`config.mk`:
```
export PLATFORM = sky130hd
export DESIGN_NAME = alu_iter
export DESIGN_NICKNAME = d
export VERILOG_FILES = /design/src/rtl/alu_iter.sv
export SDC_FILE = /design/constraint.sdc
export NUM_CORES = 1
export LEC_CHECK = 0
export ABC_CLOCK_PERIOD_IN_PS = 4120
export BUFFER_PORTS_ARGS = -buffer_cell sky130_fd_sc_hd__buf_2
export CAP_MARGIN = 20
export CORE_AREA = 5 5 220 243
export CTS_CLUSTER_DIAMETER = 200
export DETAILED_ROUTE_END_ITERATION = 8
export DIE_AREA = 0 0 225 248
export GPL_TIMING_DRIVEN = 0
export PLACE_DENSITY_LB_ADDON = 0.08
export RECOVER_POWER = 100
export SYNTH_ARGS = -nofsm -noshare
export SYNTH_HDL_FRONTEND = slang
export SYNTH_SLANG_ARGS = --single-unit
```
`constraint.sdc`:
```
create_clock -name i_clk -period 4.12 [get_ports i_clk]
set_input_delay 0.824 -clock i_clk [delete_from_list [all_inputs] [get_ports i_clk]]
set_output_delay 0.824 -clock i_clk [all_outputs]
set_load 0.01 [all_outputs]
```
`src/rtl/alu_iter.sv`:
```
// Registered execute-stage ALU: single-cycle logic/arith/shift ops, plus 1-bit/cycle multiply and divide.
// Single-cycle ops give a result 1 cycle after accept. Iterative ops take RW cycles with o_ready low; i_flush aborts.
module alu_iter #(
    parameter int RW         = 16,
    parameter int ALU_MODE_W = 4,
    parameter int FLAG_CNT   = 5
) (
    input  logic                  i_clk,
    input  logic                  i_rst,
    input  logic                  i_valid,
    output logic                  o_ready,
    input  logic [RW-1:0]         i_l,
    input  logic [RW-1:0]         i_r,
    input  logic [ALU_MODE_W-1:0] i_mode,
    input  logic                  i_carry,
    input  logic                  i_flush,
    output logic                  o_valid,
    output logic [RW-1:0]         o_out,
    output logic [FLAG_CNT-1:0]   o_flags
);
    localparam logic [ALU_MODE_W-1:0] M_RPASS = ALU_MODE_W'(1),  M_ADD  = ALU_MODE_W'(2),
                                      M_SUB   = ALU_MODE_W'(3),  M_AND  = ALU_MODE_W'(4),
                                      M_OR    = ALU_MODE_W'(5),  M_XOR  = ALU_MODE_W'(6),
                                      M_SHL   = ALU_MODE_W'(7),  M_SHR  = ALU_MODE_W'(8),
                                      M_MUL   = ALU_MODE_W'(9),  M_DIV  = ALU_MODE_W'(10),
                                      M_ASHR  = ALU_MODE_W'(11), M_SEXT = ALU_MODE_W'(12),
                                      M_MULH  = ALU_MODE_W'(13), M_MOD  = ALU_MODE_W'(14);
    localparam int CW = $clog2(RW) + 1;
    localparam logic [RW-1:0] RW_V = RW[RW-1:0];

    typedef enum logic [1:0] {S_IDLE, S_MUL, S_DIV} state_t;
    state_t state, state_nxt;

    logic [RW-1:0] a, b, opnd;
    logic [CW-1:0] cnt;
    logic          hi_op, div0;

    logic accept, is_mul, is_div, last;
    assign is_mul = (i_mode == M_MUL) || (i_mode == M_MULH);
    assign is_div = (i_mode == M_DIV) || (i_mode == M_MOD);
    assign accept = i_valid && o_ready && !i_flush;
    assign last   = (cnt == CW'(RW - 1));

    function automatic logic [FLAG_CNT-1:0] mk_flags(input logic [RW-1:0] v, input logic c, input logic o);
        logic [FLAG_CNT-1:0] f;
        f    = '0;
        f[0] = ~|v;
        f[1] = c;
        f[2] = v[RW-1];
        f[3] = o;
        f[4] = ^v;
        return f;
    endfunction

    always_ff @(posedge i_clk or posedge i_rst) begin
        if (i_rst) state <= S_IDLE;
        else       state <= state_nxt;
    end

    always_comb begin
        state_nxt = state;
        if (i_flush) begin
            state_nxt = S_IDLE;
        end else begin
            case (state)
                S_IDLE:  if (accept && is_mul)      state_nxt = S_MUL;
                         else if (accept && is_div) state_nxt = S_DIV;
                S_MUL,
                S_DIV:   if (last) state_nxt = S_IDLE;
                default: state_nxt = S_IDLE;
            endcase
        end
    end

    always_comb begin
        o_ready = (state == S_IDLE);
    end

    // Single-cycle datapath; the extra bit in each shift vector catches the last bit shifted out.
    logic [RW:0]   add_s, sub_s, shl_s, shr_s, ashr_s;
    logic [RW-1:0] sc_out;
    logic          sc_c, sc_o;
    always_comb begin
        add_s  = {1'b0, i_l} + {1'b0, i_r} + (RW+1)'(i_carry);
        sub_s  = {1'b0, i_l} - {1'b0, i_r} - (RW+1)'(i_carry);
        shl_s  = {1'b0, i_l} << i_r;
        shr_s  = {i_l, 1'b0} >> i_r;
        ashr_s = $signed({i_l, 1'b0}) >>> i_r;
        sc_out = i_l;
        sc_c   = 1'b0;
        sc_o   = 1'b0;
        case (i_mode)
            M_RPASS: sc_out = i_r;
            M_ADD: begin
                {sc_c, sc_out} = add_s;
                sc_o = ~(i_l[RW-1] ^ i_r[RW-1]) & (i_l[RW-1] ^ add_s[RW-1]);
            end
            M_SUB: begin
                {sc_c, sc_out} = sub_s;
                sc_o = (i_l[RW-1] ^ i_r[RW-1]) & (i_l[RW-1] ^ sub_s[RW-1]);
            end
            M_AND:  sc_out = i_l & i_r;
            M_OR:   sc_out = i_l | i_r;
            M_XOR:  sc_out = i_l ^ i_r;
            M_SHL:  {sc_c, sc_out} = shl_s;
            M_SHR:  {sc_out, sc_c} = shr_s;
            M_ASHR: begin
                sc_out = ashr_s[RW:1];
                sc_c   = (i_r > RW_V) ? 1'b0 : ashr_s[0];
            end
            M_SEXT: sc_out = {{(RW-8){i_l[7]}}, i_l[7:0]};
            default: ;
        endcase
    end

    // One iteration step: shift-add multiply {a,b} or restoring divide (a = remainder, b = dividend/quotient).
    logic [RW:0]   mul_sum, div_rs, div_diff;
    logic [RW-1:0] a_nxt, b_nxt, it_out;
    logic          it_c;
    always_comb begin
        mul_sum  = {1'b0, a} + (b[0] ? {1'b0, opnd} : '0);
        div_rs   = {a, b[RW-1]};
        div_diff = div_rs - {1'b0, opnd};
        if (state == S_MUL) begin
            a_nxt = mul_sum[RW:1];
            b_nxt = {mul_sum[0], b[RW-1:1]};
            it_c  = |a_nxt;
        end else begin
            a_nxt = div_diff[RW] ? div_rs[RW-1:0] : div_diff[RW-1:0];
            b_nxt = {b[RW-2:0], ~div_diff[RW]};
            it_c  = div0;
        end
        it_out = hi_op ? a_nxt : b_nxt;
    end

    always_ff @(posedge i_clk or posedge i_rst) begin
        if (i_rst) begin
            a       <= '0;
            b       <= '0;
            opnd    <= '0;
            cnt     <= '0;
            hi_op   <= 1'b0;
            div0    <= 1'b0;
            o_valid <= 1'b0;
            o_out   <= '0;
            o_flags <= '0;
        end else if (i_flush) begin
            o_valid <= 1'b0;
            cnt     <= '0;
        end else begin
            o_valid <= 1'b0;
            if (accept) begin
                if (is_mul || is_div) begin
                    a     <= '0;
                    b     <= i_l;
                    opnd  <= i_r;
                    cnt   <= '0;
                    hi_op <= (i_mode == M_MULH) || (i_mode == M_MOD);
                    div0  <= (i_r == '0);
                end else begin
                    o_out   <= sc_out;
                    o_flags <= mk_flags(sc_out, sc_c, sc_o);
                    o_valid <= 1'b1;
                end
            end else if (state != S_IDLE) begin
                a   <= a_nxt;
                b   <= b_nxt;
                cnt <= cnt + 1'b1;
                if (last) begin
                    o_out   <= it_out;
                    o_flags <= mk_flags(it_out, it_c, 1'b0);
                    o_valid <= 1'b1;
                end
            end
        end
    end
endmodule

```
# After elaboration in Yosys (flattened, before gate mapping)
# Cells that the tools add are included.
[word_totals]
register_bits = 79
elab_cells = 120
[classes]
addsub = 7
magnitude_cmp = 1
n_eq_ne = 22
shift = 3
n_mux = 38
n_bitwise = 11
reduce_logical = 28
[ops]
columns = ["operator", "count"]
rows = [
  ["2-to-1 mux 16 bit", 15],
  ["case mux 16 bit (10 select lines)", 1],
  ["OR reduction 16 bit", 3],
  ["2-to-1 mux 5 bit", 8],
  ["adder 16 x 16 -> 17 bit", 2],
  ["XOR reduction 16 bit", 2],
  ["equality test 4 bit, second input constant", 7],
  ["adder 17 x 1 -> 17 bit", 1],
  ["<< shifter 16 x 16 -> 17 bit", 1],
  ["right shift 17 x 16 -> 17 bit", 1],
  [">>> shifter 17 x 16 -> 17 bit", 1],
  ["subtractor 16 x 16 -> 17 bit", 1],
  ["subtractor 17 x 1 -> 17 bit", 1],
  ["subtractor 17 x 16 -> 17 bit", 1],
  ["bitwise AND 16 bit", 1],
  ["equality test 4 x 3 -> 1 bit, second input constant", 4],
  ["> comparator 16 x 5 -> 1 bit, second input constant", 1],
  ["logical NOT 16 bit", 1],
  ["bitwise OR 16 bit", 1],
  ["bitwise XOR 16 bit", 1],
  ["equality test 4 x 2 -> 1 bit, second input constant", 2],
  ["2-to-1 mux 2 bit", 4],
  ["2-to-1 mux 1 bit", 7],
  ["AND reduction 3 bit", 2],
  ["25 further kinds", 41],
]

# Depth between registers and ports, before layout
[depth]
word_depth = 9
mapped_depth = 19
mapped_depth_nobuf = 17

# Worst setup path after synthesis
# No wires, ideal clock.
[synth_timing]
kind = "input -> register"
from = "input i_r[2]"
to = "register o_flags[4]"
setup_time_ns = 0.142
arrival_time_ns = 4.591
required_time_ns = 3.978
path_slack_ns = -0.613
path_stages = 18
cell_sequence = "buf_2 > clkinv_1 > clkbuf_1 > clkbuf_1 > ha_1 > clkbuf_1 > nor2b_1 > o31a_1 > o41a_1 > o31ai_1 > o21ai_0 > xor2_1 > a21oi_1 > ha_1 > xnor2_1 > xnor2_1 > xnor2_1 > o221ai_1"
[synth_via]
elab_chain_cells = 6
elab_cells_between_ends = 14
classes_between = "add/sub: 4; shift: 3; mux: 3; bitwise: 3; reduce/logical: 1"
[synth_lines]
columns = ["element", "line", "text"]
rows = [
  ["start: declaration", "13", "input logic [RW-1:0] i_r,"],
  ["subtractor 16 x 16 -> 17 bit / adder 16 x 16 -> 17 bit (equally long branches)", "85, 84", ""],
  ["subtractor 17 x 1 -> 17 bit / adder 17 x 1 -> 17 bit (equally long branches)", "85, 84", ""],
  ["case mux 16 bit (10 select lines) (*)", "92", "case (i_mode)"],
  ["XOR reduction 16 bit (*)", "51", "f[4] = ^v;"],
  ["2-to-1 mux 5 bit (*)", "153", "if (is_mul || is_div) begin"],
  ["2-to-1 mux 5 bit (*)", "152", "if (accept) begin"],
  ["end signal: assignment", "162", "o_flags <= mk_flags(sc_out, sc_c, sc_o);"],
  ["end signal: assignment", "171", "o_flags <= mk_flags(it_out, it_c, 1'b0);"],
  ["end: declaration", "19", "output logic [FLAG_CNT-1:0] o_flags"],
]
# Mark *: on every way between the ends. The rest lies on a longest branch, timed or not. The select of a mux whose other input is x is not followed.
# A chain may end at the register's enable or synchronous reset.

# Worst setup path in the final report
[layout_timing]
from = "input i_r[1]"
to = "register o_flags[4]"
# The elaborated chain is that of the path after synthesis.

==> metrics.md <==
| Metric | Value |
|---|---|
| CP max-delay cell | `fa_2` |
| Core area | `between 50000 and 60000 um^2` |
| Placement row count | `87` |
| DIE AREA | `about 56000 um^2` |
| RSZ-0062 raised after global routing | `yes` |
| Asr flop ratio synth | `100%` |
| Sw Ratio | `approximately half` |
| Hold Crit Class | `flop to flop` |
| Multi-input logic area | `~10000 um^2` |
| I/O Buffers | `62` |
| Worst Setup SP | `i_r[1]` |
| Fillers | `5509` |
| Overall die height | `248 um` |
| Placed cell count | `2214` |
| Worst hold start | `div0` |
| Clock group share of total power | `between 8 and 9%` |
| Initial core utilization | `22.7%` |
| Max VDD drop | `approximately 0.42 mV` |
| WS Path Type | `input port to flop` |
| Ports | `64` |
| CTS tree | `built` |
| Tcrit/Tclk final | `102%` |
| Run status | `complete, but fails checks` |
| Vias | `12.7k` |
| Initial antenna violation count | `0` |
| GRT Resource Usage Total | `22.7%` |
| Sequential fraction of the synthesis area | `16.9%` |
| WL/cell | `28.2 um` |
| Yosys cell types | `86` |
| Comb pwr share | `76.4%` |
| Skew-Pair Late Insertion Delay | `0.38 ns` |
| Worst slew margin | `-27.4%` |
| Pleak | `6.10 nW` |
| H-tree depth | `3` |
| Pre-CTS WS | `-1.99 ns` |
| Worst path buffer plus inverter count | `6` |
| CP endpoint | `o_flags[4]` |
| Syn nets | `1640` |
| # setup viols final | `1` |
| WP data required | `4.34 ns` |
| Setup_tns | `-0.0981 ns` |
| Yosys reg bits | `78` |
| Initial drt markers | `987` |
| Power Density | `628 nW/um^2` |
| WP depth | `19` |
| Most frequent CP cell | `buf_4` |
| Number of synthesized flops with an enable pin | `0` |
| ANT nets after route | `0` |
| CTS buffer count | `9` |
| Layout Cells excl Fill | `2295` |
| Vias in the first global route | `12.9k` |
| Internal Power | `4.61 mW` |
| Setup WS post-layout | `-0.0981 ns` |
| YS warnings | `0` |
| FF-to-FF Start | `b[15]` |
| Sequential share of power | `15.0%` |
| FF+latch area | `approximately 2000 um^2` |
| Grt total ovfl | `0` |
| Syn_area_per_cell | `between 7 and 8 um^2` |
| Max clock buf depth | `2` |
| Syn-to-layout area delta | `30.6%` |
| Routed vias/inst | `5.55` |
| Max-Cap Viols | `1` |
| Main flop type after synthesis | `dfrtp_1` |
| Layout cell share with drive strength beyond 1 | `23.5%` |
| Hold Vio Cnt, Final | `0` |
| GP Congestion | `roughly 0.94` |
| First-pass GRT wire length | `93.2 mm` |
| CP endpoint kind | `flop` |
| Reg2reg end | `o_flags[4]` |
| Clock Skew | `0.0175 ns` |
| Largest net degree at the start of global routing | `41` |
| Max Slew Vio Count | `40` |
| Clock sink count | `78` |
| Psw | `between 4 and 5 mW` |
| Slew @ Worst Pin | `1.90 ns` |
| Critical path peak fanout | `10` |
| WL final | `64.6 mm` |
| Cts hold-fix bufs | `0` |
| Antenna cells | `0` |
| R2R depth | `18` |
| Maximum clock rate | `around 0.24 GHz` |
| HPWL Detailed | `around 51 mm` |
| Clock root buffer | `clkbuf_16` |
| Delay-heaviest family, CP | `buffers and inverters` |
| Failing checks | `max-capacitance violations, max-slew violations, negative setup slack` |
| Crit path DAT | `4.44 ns` |
| Clock-pin slew on the worst setup and hold paths | `0.07 ns` |
| Critical Path, Cell by Cell | `buf_4 > buf_8 > clkinvlp_4 > buf_4 > buf_4 > fa_2 > nor2b_4 > o31a_1 > buf_4 > nor4_1 > o21bai_1 > xor2_1 > a211o_1 > o21ai_2 > ha_1 > xnor2_1 > xnor2_1 > xnor2_2 > o221ai_1` |
| Post-layout min period | `4.22 ns` |
| Drt drc | `0` |
| Worst Setup Start Kind | `input port` |
| DR pass1 iterations | `5` |
| Syn Inst Count | `1479` |
| Post-Synthesis Cell Area | `11500 um^2` |
| Die Wd | `225 um` |
| Worst reg2reg setup slack | `0 ns` |
| Fin nets | `around 1.8k` |
| Worst path max stage delay | `roughly 0.36 ns` |
[sequential cells by signal, indices dropped and copies added, names as in the netlist]
name     flops
a           16
b           16
opnd        16
o_out       15
cnt          5
o_flags      5
state        2
div0         1
hi_op        1
o_valid      1
[repair_timing]
action                                  4_1_cts  5_1_grt
endpoints found under the hold margin         0        0
gates resized for setup                     250       67
buffers inserted                             55       15
gates cloned                                  0        1
pin swaps                                    47       43
endpoints found under the setup margin       21        2
[metrics by stage]
| stage | util (%) | hold WS (ns) | cell area [um^2] | power [mW] |
|---|---|---|---|---|
| finish | 29.7 | 0.490 | 15100 | 9.47 |
| global route | 29.7 | 0.497 | 15100 | 10.1 |
| CTS | 29.0 | 0.485 | 14800 | 9.15 |
| detailed placement | 25.3 | 0.470 | 12900 | 7.27 |
| global placement | 25.2 | 0.464 | 12800 | 7.29 |
| floorplan | - | 0.443 | 11700 | 5.28 |
[cells in the mapped netlist, types with 20 or more instances]
| cell | n | area share (%) |
|---|---|---|
| a22oi_1 | 23 | 1.5 |
| nor3_1 | 34 | 1.5 |
| a31oi_1 | 20 | 1.1 |
| a211oi_1 | 24 | 1.6 |
| o211ai_1 | 23 | 1.5 |
| a21o_1 | 23 | 1.5 |
| ha_1 | 114 | 12 |
| mux2i_1 | 60 | 5.2 |
| dfrtp_1 | 78 | 17 |
| nand2_1 | 155 | 5.0 |
| and2_1 | 20 | 1.1 |
| nand3_1 | 25 | 1.1 |
| a21oi_1 | 78 | 3.4 |
| inv_1 | 77 | 2.5 |
| clkbuf_1 | 80 | 2.6 |
| o21ai_0 | 116 | 5.0 |
| xnor2_1 | 41 | 3.1 |
| nor2_1 | 110 | 3.6 |
| mux4_2 | 20 | 3.9 |
[power groups by stage]
| stage | Sequential (mW) | Clock, mW | Combinational (mW) |
|---|---|---|---|
| 6_report | 1.42 | 0.814 | 7.24 |
| 5_1_grt | 1.45 | 0.859 | 7.77 |
| 4_1_cts | 1.43 | 0.842 | 6.88 |
| 3_5_place_dp | 1.43 | 0 | 5.84 |
| 3_3_place_gp | 1.43 | 0 | 5.86 |
| 2_1_floorplan | 1.30 | 0 | 3.98 |
[layout by cell type, fill, tap and decap left out, drive strengths merged, types with 8 or more instances in the layout]
cell,n
nand2,155
o221ai,14
or3,8
nor4,10
clkbuf,111
a221oi,15
inv,77
or2,11
xnor2,41
and3,13
buf,133
a221o,9
a22oi,23
o21ai,119
a211oi,24
mux4,22
and2,20
nor3b,8
nand2b,17
mux2i,60
a31oi,20
nand3,26
o21bai,8
o21a,17
o22ai,12
mux2,14
o211ai,23
nor2b,8
dfrtp,78
a22o,14
xor2,17
a211o,14
a21oi,78
nor2,110
nor3,34
a21o,23
ha,114
nand4,17
[layer usage]
layer / vias up / global-route usage (%) / part of all wire, % / routed length (um)
met2: 441 / 40.4 / 49 / 31800
met3: 126 / 1.70 / 3.6 / 2360
met4: 0 / 10.6 / 5.6 / 3610
met1: 6347 / 27.8 / 42 / 26900
met5: - / 0 / 0 / 0
li1: 5819 / - / - / -
[area by class of cell]
class	count	share of cell area, %
buffer	97	4.90
clock buffer	9	1.49
clock inverter	7	0.365
inverter	81	2.33
multi-input combinational	1217	66.3
sequential	78	13.0
tap	667	5.53
timing repair buffer	139	6.13
[kinds of logic after synthesis]
logic type	after synthesis	share of synthesized area, %
AO/OA/AOI/OAI	486	28.9
XOR/XNOR	58	4.40
adder cells (fa/ha/maj)	121	13.5
buffers and inverters	184	6.31
flip-flops	78	16.9
multiplexers	96	10.9
AND/OR/NAND/NOR	456	19.0
[worst reg2reg max path, cell delays in order, from the launching register on]
cell	delay, ns
dfrtp_1	0.40
inv_2	0.07
ha_1	0.17
inv_1	0.06
fa_2	0.40
a211oi_4	0.25
o21a_1	0.23
o21bai_4	0.11
a2bb2oi_4	0.21
xor2_2	0.18
buf_6	0.18
mux2_2	0.37
o21ai_4	0.25
mux2_2	0.22
ha_1	0.25
xor2_1	0.18
xnor2_1	0.17
xnor2_1	0.13
o221ai_1	0.13
[worst min path at each step]
stage	slack (ns)	to	depth (start not counted)
5_1_grt	0.50	div0	2
3_5_place_dp	0.47	div0	2
3_3_place_gp	0.46	div0	2
6_report	0.49	div0	2
2_1_floorplan	0.44	div0	2
4_1_cts	0.49	div0	2
Note: power is estimated with default switching activity, not from simulation.
